$ cat src/rtl/uart_tx_fifo.sv
// rtl/uart_tx_fifo.sv - transmit byte FIFO with write sequencer that feeds the UART one byte at a time
module uart_tx_fifo #(
    parameter int DEPTH_LOG2 = 4,
    parameter int DATA_W     = 8,
    parameter int BUSY_WAIT  = 4
) (
    input  logic                  clk,
    input  logic                  rst,
    input  logic                  push,
    input  logic [DATA_W-1:0]     push_data,
    output logic                  full,
    output logic                  empty,
    output logic [DEPTH_LOG2:0]   level,
    output logic                  overflow,
    output logic                  tx_timeout,
    output logic                  uart_wr,
    output logic [DATA_W-1:0]     uart_dat,
    input  logic                  uart_busy
);

    localparam int DEPTH = 2 ** DEPTH_LOG2;
    localparam int CW    = $clog2(BUSY_WAIT + 1);

    typedef enum logic [1:0] {
        IDLE,
        ISSUE,
        WAIT_ACK,
        WAIT_DONE
    } state_t;

    state_t              state;
    state_t              state_nxt;
    logic [CW-1:0]       cnt;
    logic [CW-1:0]       cnt_nxt;
    logic [DEPTH_LOG2:0] wr_ptr;
    logic [DEPTH_LOG2:0] rd_ptr;
    logic [DATA_W-1:0]   mem [DEPTH];
    logic                push_ok;
    logic                pop;
    logic                timeout_hit;

    // Extra wrap bit distinguishes full from empty when the index bits match.
    assign empty   = (wr_ptr == rd_ptr);
    assign full    = (wr_ptr[DEPTH_LOG2-1:0] == rd_ptr[DEPTH_LOG2-1:0]) &&
                     (wr_ptr[DEPTH_LOG2] != rd_ptr[DEPTH_LOG2]);
    assign level   = wr_ptr - rd_ptr;
    assign push_ok = push && !full;

    always_comb begin
        state_nxt   = state;
        cnt_nxt     = cnt;
        pop         = 1'b0;
        timeout_hit = 1'b0;
        uart_wr     = 1'b0;
        case (state)
            IDLE: begin
                if (!empty && !uart_busy) begin
                    pop       = 1'b1;
                    state_nxt = ISSUE;
                end
            end
            ISSUE: begin
                uart_wr   = 1'b1;
                cnt_nxt   = '0;
                state_nxt = WAIT_ACK;
            end
            WAIT_ACK: begin
                // A byte whose busy never shows up is treated as sent; no retry.
                if (uart_busy) begin
                    state_nxt = WAIT_DONE;
                end else if (cnt == CW'(BUSY_WAIT - 1)) begin
                    timeout_hit = 1'b1;
                    state_nxt   = IDLE;
                end else begin
                    cnt_nxt = cnt + 1'b1;
                end
            end
            WAIT_DONE: begin
                if (!uart_busy) begin
                    state_nxt = IDLE;
                end
            end
            default: state_nxt = IDLE;
        endcase
    end

    always_ff @(posedge clk) begin
        if (rst) begin
            state      <= IDLE;
            cnt        <= '0;
            wr_ptr     <= '0;
            rd_ptr     <= '0;
            uart_dat   <= '0;
            overflow   <= 1'b0;
            tx_timeout <= 1'b0;
        end else begin
            state <= state_nxt;
            cnt   <= cnt_nxt;
            if (push_ok) begin
                wr_ptr <= wr_ptr + 1'b1;
            end
            if (pop) begin
                rd_ptr   <= rd_ptr + 1'b1;
                uart_dat <= mem[rd_ptr[DEPTH_LOG2-1:0]];
            end
            if (push && full) begin
                overflow <= 1'b1;
            end
            if (timeout_hit) begin
                tx_timeout <= 1'b1;
            end
        end
    end

    always_ff @(posedge clk) begin
        if (push_ok) begin
            mem[wr_ptr[DEPTH_LOG2-1:0]] <= push_data;
        end
    end

endmodule
$ cat config.mk
export PLATFORM = sky130hd
export DESIGN_NAME = uart_tx_fifo
export DESIGN_NICKNAME = d
export VERILOG_FILES = /design/src/rtl/uart_tx_fifo.sv
export SDC_FILE = /design/constraint.sdc
export NUM_CORES = 1
export LEC_CHECK = 0
export CORE_MARGIN = 2
export CORE_UTILIZATION = 30
export DETAILED_ROUTE_END_ITERATION = 10
export SLEW_MARGIN = 5
export SYNTH_ARGS = -nofsm -noshare
export SYNTH_HDL_FRONTEND = slang
export SYNTH_SLANG_ARGS = --single-unit
$ cat constraint.sdc
create_clock -name clk -period 3.4 [get_ports clk]
set_clock_uncertainty 0.05 [all_clocks]
set_input_delay 0.68 -clock clk [delete_from_list [all_inputs] [get_ports clk]]
set_output_delay 0.68 -clock clk [all_outputs]
set_load 0.03 [all_outputs]
==> reports/results.ini <==
[cells_and_area]
final_cell_area_mm2=0.00745
sequential_cell_area_mm2=0.00435
area.growth.synth_to_final_pct=21.0
share_of_final_layout_standard_cells_stronger_than_drive_strength_1_pct=16.5
fill_cell_total_of_the_finished_layout=1871
num_antenna_cells=0
design.final.nets=459
final-instance-count-excl-fill=718
multi_input_comb_area_mm2=0.00169

[detailed_routing]
drt-wirelength-per-cell_um=17.9
routed_vias_inst=4.77
routed_wirelength_um=12900
firstDrtPassIters=4
route.detailed.drc=0
drt_iter0_drc=274
vias=3427
ant_nets=0

[cts]
tritoncts=done
post_cts.resized_instances=0
worstSkewPairLatency_ns=0.41
cts_buffers=17
clock-root-buffer=sky130_fd_sc_hd__clkbuf_16
worst_setup_hold_path_clk_slew_ns=0.06
h-tree-depth=4
numClockSinks=153
clockBufferDepth=2
post-cts-setup-buffer-count=0
hold_buffers=0

[floorplan]
total_number_of_placement_rows=52
die_height_um=147
ioPinCount=30
initial_core_utilization_pct=30.5
die_w_um=147
die_area_mm2=0.0217
core_area_mm2=0.0202

[placement]
placed_cell_area_mm2=0.00685
placement.io_buffers=29
placed_cell_count=686
gp_congestion=0.752
place.detailed.hpwl_um=8380

[logic_synthesis]
synth.avg_cell_area_um2=16.0
synth.yosys.warnings=0
post_synth_instance_area_mm2=0.00616
synth-seq-area-share_pct=70.5
netlist-cell-type-count=44
postSynth.asyncResetShare_pct=0
post_synth_inst_count=384
synth_ff_type=sky130_fd_sc_hd__edfxtp_1
net_count_of_the_mapped_netlist=408
post_synthesis_sequential_element_count=153
synth-edff-count=128

[critical_path]
r2r.worst_path.cells=5
timing.critical_path.required_ns=2.67
path_delay_family=buffers and inverters
crit_path_start_kind=flip-flop
instance_count_on_the_critical_path=5
slowest_delay_ns=0.67
worstPathBufferInverterCount=3
critical_path_arrival_ns=2.25
critical-path-top-cell-by-count=sky130_fd_sc_hd__inv_1
worstPathCellList=inv_1 > ha_1 > inv_1 > fa_1 > clkdlybuf4s50_1
end_kind=output port
slowest_stage=sky130_fd_sc_hd__clkdlybuf4s50_1
critPathMaxFanout=5
worst-setup-path-type=flip-flop to output port

[timing]
final.min_clock_period_ns=2.98
finalHoldWorstSlack_ns=0.436
timing.max_slew.rel_slack_pct=52.3
timing.setup.tns_ns=0
setup_violations=0
grt_setup_unrepaired=false
fmaxAchievable_mhz=336
timing_worst_slew_pin_value_ns=0.714
final-hold-violation-count=0
maxSlewViolCount=0
final.period_utilization_pct=87.6

[hold_path]
hold_depth=2
min_path_type=flip-flop to flip-flop

[power]
pwr-share-clk_pct=40.6
comb_power_share_pct=14.2
power-per-cell-area_mw_per_mm2=628
pwr-share-seq_pct=45.2
switching_share_of_power_pct=24.1
intPower_mw=3.56
leakage_nw=2.39
p_switching_mw=1.13
post-layout-total-power_mw=4.68
worst_ir_drop_vdd_mv=0.301

[global_routing]
first_pass_grt_wire_length_um=20200
grt_antenna_before_repair=0
grt_overflow=0
grt_usage_pct=12.5
first_global_vias=3554
pin_count_of_the_biggest_net_entering_global_routing=36

[run]
max-cap-violations=0

[outcome]
outcome=finished clean

-- power by group through the flow --
stage	clock (mW)	sequential (mW)	combinational (mW)
2_1_floorplan	0	2.20	0.395
3_3_place_gp	0	2.15	0.655
3_5_place_dp	0	2.16	0.672
4_1_cts	1.94	2.12	0.674
5_1_grt	2.01	2.12	0.719
6_report	1.90	2.12	0.667
-- layer usage --
layer  GRT usage (%)  share of wire, %  wire (um)
met1            16.2                44       5630
met2            20.7                50       6430
met3            3.01               5.0        643
met4            4.42               1.3        166
met5               0                 0          0
-- layout make-up --
class,instances,area share (%)
clock inverters,10,1.90
well taps,270,4.53
repair buffers,51,5.94
inverters,9,0.453
flip-flops and latches,153,58.3
multi-input cells,203,22.7
clock buffers,22,6.23
-- cells in the mapped netlist, drive strengths merged, types with 3 or more instances --
master / n / share of area (%)
nor3: 12 / 0.97
o211ai: 3 / 0.37
ha: 11 / 2.2
a22o: 6 / 0.85
o21ai: 4 / 0.32
dfxtp: 25 / 8.1
mux4: 17 / 6.3
clkbuf: 6 / 0.37
nand3: 3 / 0.24
buf: 13 / 1.2
edfxtp: 128 / 62
o22ai: 14 / 1.4
inv: 9 / 0.55
nor2: 35 / 2.1
xnor2: 6 / 0.85
nor4: 6 / 0.61
nand2b: 3 / 0.30
mux2i: 32 / 5.2
xor2: 5 / 0.71
nand2: 11 / 0.67
a21oi: 9 / 0.73
nand3b: 4 / 0.49
-- tightest hold or removal path, delay by kind of cell (launching register included) --
| family | cells | cell delay (ns) |
|---|---|---|
| flops | 1 | 0.33 |
| compound gates | 1 | 0.05 |
| simple gates | 1 | 0.07 |
-- sequential cells by signal, indices dropped and copies added (netlist names) --
name	flops
mem	128
uart_dat	8
rd_ptr	5
wr_ptr	5
cnt	3
state	2
overflow	1
tx_timeout	1
-- placed cells by master (no fill, tap or decap), drive strengths merged, types with 6 or more instances in the layout --
cell           Yosys  final
a22o               6      6
mux2i             32     32
buf               13     27
ha                11     11
a21oi              9      9
mux4              17     17
nor2              35     35
clkdlybuf4s50      0     24
edfxtp           128    128
o22ai             14     14
inv                9     10
dfxtp             25     25
nor3              12     12
xnor2              6      6
nor4               6      6
clkbuf             6     22
nand2             11     11
-- metrics by stage --
step                worst slack [ns]  util, %
CTS                            0.395     37.0
finish                         0.420     37.0
floorplan                      0.704        -
global route                   0.319     37.0
global placement               0.883     34.0
detailed placement             0.841     34.0
-- final timing paths --
path | from | endpoint | slack, ns
worst max-delay path | wr_ptr[0]$_SDFFE_PP0P_ | level[1] | 0.42
worst min-delay path | tx_timeout$_SDFFE_PP0P_ | tx_timeout$_SDFFE_PP0P_ | 0.44
worst min register to register | tx_timeout$_SDFFE_PP0P_ | tx_timeout$_SDFFE_PP0P_ | 0.44
worst max register to register | wr_ptr[2]$_SDFFE_PP0P_ | mem[11][3]$_DFFE_PP_ | 0.88
-- cell families after synthesis --
kind of cell / share of synthesized area [%]
flip-flops: 70.5
AND/OR/NAND/NOR: 6.44
multiplexers: 11.9
AO/OA/AOI/OAI: 4.96
buffers and inverters: 2.07
adder cells (fa/ha/maj): 2.56
XOR/XNOR: 1.56
(Power assumes the default switching activity.)
